<file path="src/rtl/cl_st_pkg.sv">
// cl_st_pkg: head field positions and FSM state encoding
// shared by the cache-line to symbol-stream unpacker.
package cl_st_pkg;

  typedef enum logic [1:0] {
    S_IDLE  = 2'd0,
    S_FETCH = 2'd1,
    S_LOAD  = 2'd2,
    S_SHIFT = 2'd3
  } state_t;

  // LEN sits at the bottom of the head.
  localparam int unsigned HEAD_LEN_LSB = 0;

  // Flags are counted down from the top of the head.
  localparam int unsigned HEAD_EOF_OFS = 1;
  localparam int unsigned HEAD_SOF_OFS = 2;

  function automatic int unsigned head_sof_bit(
    input int unsigned head_w
  );
    return head_w - HEAD_SOF_OFS;
  endfunction

  function automatic int unsigned head_eof_bit(
    input int unsigned head_w
  );
    return head_w - HEAD_EOF_OFS;
  endfunction

endpackage

</file>
<file path="src/rtl/cl_to_st_unpacker.sv">
// cl_to_st_unpacker: reads cache lines from a FIFO and
// streams their payload as ST-bit symbols, LSB first.
//
// Ports:
//   clk, rst      : clock, synchronous active-high reset
//   ff_empty      : FIFO empty
//   ff_rdreq      : FIFO read request (q valid next cycle)
//   ff_q          : FIFO data, head in [CL_HEAD-1:0]
//   source_ready  : downstream ready
//   source_data   : current symbol
//   source_valid  : symbol valid
//   source_sop    : first symbol of a frame
//   source_eop    : last symbol of a frame
//   ff_rd_finish  : pulse after eop when FIFO drained
//   err_len       : pulse on bad LEN or nested SOF
module cl_to_st_unpacker
  import cl_st_pkg::*;
#(
  parameter int CL      = 512,
  parameter int CL_HEAD = 16,
  parameter int ST      = 12,
  parameter int W_LEN   = 10
) (
  input  logic          clk,
  input  logic          rst,
  input  logic          ff_empty,
  output logic          ff_rdreq,
  input  logic [CL-1:0] ff_q,
  input  logic          source_ready,
  output logic [ST-1:0] source_data,
  output logic          source_valid,
  output logic          source_sop,
  output logic          source_eop,
  output logic          ff_rd_finish,
  output logic          err_len
);

  localparam int CL_PAYLOAD = CL - CL_HEAD;
  localparam int MAX_SYM    = CL_PAYLOAD / ST;
  localparam int SOF_BIT    = int'(head_sof_bit(CL_HEAD));
  localparam int EOF_BIT    = int'(head_eof_bit(CL_HEAD));

  localparam logic [W_LEN-1:0] MAX_LEN = W_LEN'(MAX_SYM);
  localparam logic [W_LEN-1:0] ONE     = W_LEN'(1);

  if (MAX_SYM >= 2**W_LEN || ST > CL_PAYLOAD ||
      CL_HEAD < W_LEN + 2) begin : g_bad_params
    $error("cl_to_st_unpacker: bad parameters");
  end

  // Head bits between LEN and the flags carry nothing.
  if (CL_HEAD > W_LEN + 2) begin : g_pad
    logic unused_pad;
    assign unused_pad = ^ff_q[CL_HEAD-3:W_LEN];
  end

  state_t state_q, state_d;

  logic [CL_PAYLOAD-1:0] sreg_q;
  logic [W_LEN-1:0]      cnt_q;
  logic                  sof_q;
  logic                  eof_q;
  logic                  first_q;
  logic                  open_q;
  logic                  fin_q;

  logic [W_LEN-1:0] head_len;
  logic [W_LEN-1:0] len_clamp;
  logic             head_sof;
  logic             head_eof;
  logic             len_zero;
  logic             len_over;
  logic             xfer;
  logic             last;
  logic             rdreq;
  logic             err;

  assign head_len  = ff_q[HEAD_LEN_LSB +: W_LEN];
  assign head_sof  = ff_q[SOF_BIT];
  assign head_eof  = ff_q[EOF_BIT];
  assign len_zero  = (head_len == '0);
  assign len_over  = (head_len > MAX_LEN);
  assign len_clamp = len_over ? MAX_LEN : head_len;

  assign source_valid = (state_q == S_SHIFT);
  assign xfer         = source_valid & source_ready;
  assign last         = (cnt_q == ONE);

  assign source_data  = sreg_q[ST-1:0];
  assign source_sop   = source_valid & first_q & sof_q;
  assign source_eop   = source_valid & eof_q & last;
  assign ff_rd_finish = fin_q;

  // rst also masks the decode-driven pulses so nothing
  // escapes while the state register is being cleared.
  assign ff_rdreq = rdreq & ~rst;
  assign err_len  = err & ~rst;

  always_comb begin
    state_d = state_q;
    rdreq   = 1'b0;
    err     = 1'b0;
    unique case (state_q)
      S_IDLE: begin
        if (!ff_empty) begin
          rdreq   = 1'b1;
          state_d = S_FETCH;
        end
      end
      S_FETCH: begin
        state_d = S_LOAD;
      end
      S_LOAD: begin
        err = len_zero | len_over |
              (head_sof & open_q);
        // An empty line is dropped and the next
        // one fetched straight away.
        if (len_zero) begin
          rdreq   = ~ff_empty;
          state_d = ff_empty ? S_IDLE : S_FETCH;
        end else begin
          state_d = S_SHIFT;
        end
      end
      S_SHIFT: begin
        if (xfer && last) begin
          rdreq   = ~ff_empty;
          state_d = ff_empty ? S_IDLE : S_FETCH;
        end
      end
      default: begin
        state_d = S_IDLE;
      end
    endcase
  end

  always_ff @(posedge clk) begin
    if (rst) begin
      state_q <= S_IDLE;
      sreg_q  <= '0;
      cnt_q   <= '0;
      sof_q   <= 1'b0;
      eof_q   <= 1'b0;
      first_q <= 1'b0;
      open_q  <= 1'b0;
      fin_q   <= 1'b0;
    end else begin
      state_q <= state_d;
      fin_q   <= xfer & source_eop & ff_empty;
      if (state_q == S_LOAD) begin
        sreg_q  <= ff_q[CL-1:CL_HEAD];
        cnt_q   <= len_clamp;
        sof_q   <= head_sof & ~len_zero;
        eof_q   <= head_eof & ~len_zero;
        first_q <= 1'b1;
        if (!len_zero && head_sof) begin
          open_q <= 1'b1;
        end
      end else if (xfer) begin
        sreg_q  <= sreg_q >> ST;
        cnt_q   <= cnt_q - ONE;
        first_q <= 1'b0;
        if (source_eop) begin
          open_q <= 1'b0;
        end
      end
    end
  end

endmodule

</file>
<file path="config.mk">
export PLATFORM = sky130hd
export DESIGN_NAME = cl_to_st_unpacker
export DESIGN_NICKNAME = d
export VERILOG_FILES = /design/src/rtl/cl_st_pkg.sv /design/src/rtl/cl_to_st_unpacker.sv
export SDC_FILE = /design/constraint.sdc
export NUM_CORES = 1
export LEC_CHECK = 0
export ABC_AREA = 1
export CORE_MARGIN = 10
export CORE_UTILIZATION = 50
export DETAILED_ROUTE_END_ITERATION = 6
export PLACE_DENSITY = 0.8
export RECOVER_POWER = 100
export SLEW_MARGIN = 15
export SYNTH_ARGS = -nofsm -noshare
export SYNTH_HDL_FRONTEND = slang
export SYNTH_SLANG_ARGS = --single-unit
</file>
<file path="constraint.sdc">
create_clock -name clk -period 1.8 [get_ports clk]
set_input_delay 0.36 -clock clk [delete_from_list [all_inputs] [get_ports clk]]
set_output_delay 0.36 -clock clk [all_outputs]
set_load 0.005 [all_outputs]
</file>
==> run_results.csv <==
group,metric,value,unit
run_status,status,"finished, violations left",
run_status,violated_checks,"setup timing",
power,power_per_cell_area,1503,nW/um2
routing,met2WireLength,39.66,mm
logic_synthesis,post-synth-top-area-cell,"dfxtp_1",
routing,drc,0,
sta,slew_viols_final,0,
sta,finalWorstPathRequiredPeriod,2.180,ns
clock_tree,clock_slew_seen_by_the_registers_of_the_worst_setup_and_hold_paths,0.06,ns
finish,area.sequential,10280,um2
placement,routabilityCongestion,0.9245,
floorplan,start_util,0.5074,
routing,met1_wire_length,33.95,mm
setup_path,cp_data_required_time,1.44,ns
placement,buffer_ports.inserted,529,
floorplan,dieArea,55260,um2
routing,ant_nets,0,
global_route,global_route_wire_length_before_repair,126.5,mm
routing,drt_iter0_drc,2249,
routing,via_count,23310,
floorplan,placement_rows,78,
sta,relative_slew_slack,0.4575,
finish,fill_cells,3602,
worst_hold_path,hold_path_class,"input port to flip-flop",
floorplan,floorplan.io_pins,534,
clock_tree,clock_tree_from_tritoncts,"yes",
routing,drt_pre_antenna_iters,5,
finish,final_core_utilization,0.6917,
setup_path,critPathLaunchType,"flip-flop",
placement,detailedPlacementHpwl,58.76,mm
clock_tree,ctsRootBufferMaster,"clkbuf_16",
logic_synthesis,share_of_yosys_cell_area_claimed_by_the_top_area_cell_type,0.4441,
clock_tree,htree_num_levels,2,
global_route,grt_start_max_net_pins,163,
logic_synthesis,syn-cell-area,23130,um2
logic_synthesis,synth.ff_latch_count,513,
setup_path,timing.critical_path.to_type,"output pin",
logic_synthesis,async_reset_ff_frac,0,
setup_path,crit_fanout,2,
clock_tree,cts.path.max_buffers,3,
routing,detail_route.wl_per_cell,20.52,um
routing,route.detailed.vias_per_inst,5.731,
global_route,grt_pass1_vias,22620,
power,power.ir.vdd_worst,0.0008202,V
floorplan,core_area,45580,um2
global_route,grt.total_usage,0.2814,
logic_synthesis,post_synth_main_area_contributors,"dfxtp_1, nand2_1, o21a_1, a31oi_1, buf_2",
routing,wl_met3,6.779,mm
power,power_leakage,11.51,nW
sta,max_clock_freq,458.8,MHz
sta,fraction_of_the_cycle_the_final_worst_path_needs,1.211,
finish,num-nets-final,3933,
sta,clock_skew,0.01631,ns
global_route,grt.overflow.total,0,
sta,tightestPinTransition,0.8137,ns
logic_synthesis,synth.top_cells.by_count,"nand2_1, dfxtp_1, a31oi_1",
logic_synthesis,yosys_warnings,0,
floorplan,die_height,235.1,um
setup_path,r2r_path_start,"state_q[0]",
setup_path,critical_path_arrival,1.82,ns
logic_synthesis,yosysUniqueCellTypes,26,
clock_tree,clk_latency,0.61,ns
flow_run,max_cap_violations,0,
worst_hold_path,worst_hold_startpoint,"rst",
routing,routed_wirelength,83.48,mm
logic_synthesis,synth_sequential_area_ratio,0.4441,
finish,drive_above_1_share,0.08728,
logic_synthesis,number_of_enable_type_register_cells_in_the_synthesized_netlist,0,
floorplan,die-width,235.1,um
logic_synthesis,synth.most_common_cell,"nand2_1",
sta,setup_viol,326,
logic_synthesis,synth_instances,2951,
finish,syn_to_final_growth,36.32,%
setup_path,crit_type,"flip-flop to output pin",
sta,finalHoldWorstSlack,0.2980,ns
clock_tree,number_of_clock_buffers_inserted_by_tritoncts,55,
setup_path,critPathLaunch,"cnt_q[3]",
routing,highest_layer,"met5",
clock_tree,clock_sinks,513,
logic_synthesis,synth_ff_type,"dfxtp_1",
sta,fin_ws,-0.3796,ns
logic_synthesis,postSynthAreaPerCell,7.837,um2
sta,final_hold_viol_count,0,
sta,grt_setup_unrepaired,"yes",
logic_synthesis,synth.net_count,3469,
global_route,antenna_found_initial,11,
finish,multiInputGateArea,11150,um2
[layer usage]
metal,up-vias,track usage
met2,1014,0.4674
met4,6,0.1053
met5,-,0
li1,11150,-
met3,177,0.06307
met1,10970,0.3501
[through the flow]
step | std cells | total power, W | TNS (ns) | area [um2] | setup WS (ns)
floorplan | 2951 | 0.02852 | 0 | 23130 | 0.2274
global placement | 3944 | 0.03325 | -126.79 | 29030 | -0.6443
detailed placement | 3944 | 0.03390 | -130.32 | 29030 | -0.6723
CTS | 4054 | 0.04704 | -0.9733 | 31340 | -0.4450
global route | 4068 | 0.04997 | -75.25 | 31530 | -0.4866
finish | 4068 | 0.04739 | -24.80 | 31530 | -0.3796
[final cells by class]
| type | instances | area share |
|---|---|---|
| inverters | 35 | 0.004762 |
| clock buffers | 73 | 0.05001 |
| repair buffers | 695 | 0.2273 |
| clock inverters | 29 | 0.01381 |
| multi-input cells | 2115 | 0.3537 |
| diodes | 8 | 0.0006350 |
| well taps | 600 | 0.02381 |
| flip-flops and latches | 513 | 0.3260 |
[worst paths after layout]
check,endpoint,slack [ns],cells past startpoint
max,source_eop,-0.38,7
min,first_q,0.30,5
max reg2reg,sreg_q[343],-0.22,8
min reg2reg,sreg_q[416],0.45,2
[report_power, final]
part / internal [W] / leakage, nW / total (W) / switching, W
Sequential: 0.0151 / 4.20 / 0.0171 / 0.00197
Combinational: 0.00796 / 6.31 / 0.0178 / 0.00984
Clock: 0.00772 / 0.991 / 0.0125 / 0.00479
Total: 0.0308 / 11.5 / 0.0474 / 0.0166
[layout by cell type, fill, tap and decap left out, drive strengths merged]
master,n
inv,35
diode,8
bufinv,11
and3,1
clkinv,15
xor2,1
o21ai,46
dfxtp,513
buf,164
ha,2
dlymetal6s2s,1
o21a,448
nand4,3
nand3b,1
dlygate4sd2,13
nor2,30
o21bai,1
nand2,1040
bufbuf,2
a21oi,36
nand3,45
a31oi,460
clkbuf,79
clkdlybuf4s50,509
a41oi,1
clkinvlp,3
[registers in the layout (all words and copies together), names as in the netlist]
register / cells
state_q: 2
ff_rd_finish: 1
sof_q: 1
cnt_q: 10
eof_q: 1
sreg_q: 496
open_q: 1
first_q: 1
[repair_timing]
item / 4_1_cts / 5_1_grt
setup buffers: 4 / 2
gates resized for setup: 75 / 29
endpoints found under the hold margin: 0 / 0
pin swaps: 8 / 7
cloned: 4 / 4
endpoints found under the setup margin: 351 / 152
hold buffers: 0 / 0
[critical path: stages, from the launching register on]
cell     delay [ns]
dfxtp_1        0.32
nor2_2         0.14
inv_1          0.09
nor2_2         0.13
buf_6          0.13
buf_4          0.11
and3_4         0.19
buf_6          0.10
[logic make-up after synthesis]
| group | synth area share |
|---|---|
| AO/OA/AOI/OAI | 0.2883 |
| XOR/XNOR | 0.0003788 |
| adder cells (fa/ha/maj) | 0.001082 |
| buffers and inverters | 0.08115 |
| flip-flops | 0.4441 |
| AND/OR/NAND/NOR | 0.1850 |
Note: power is estimated with default switching activity, not from simulation.
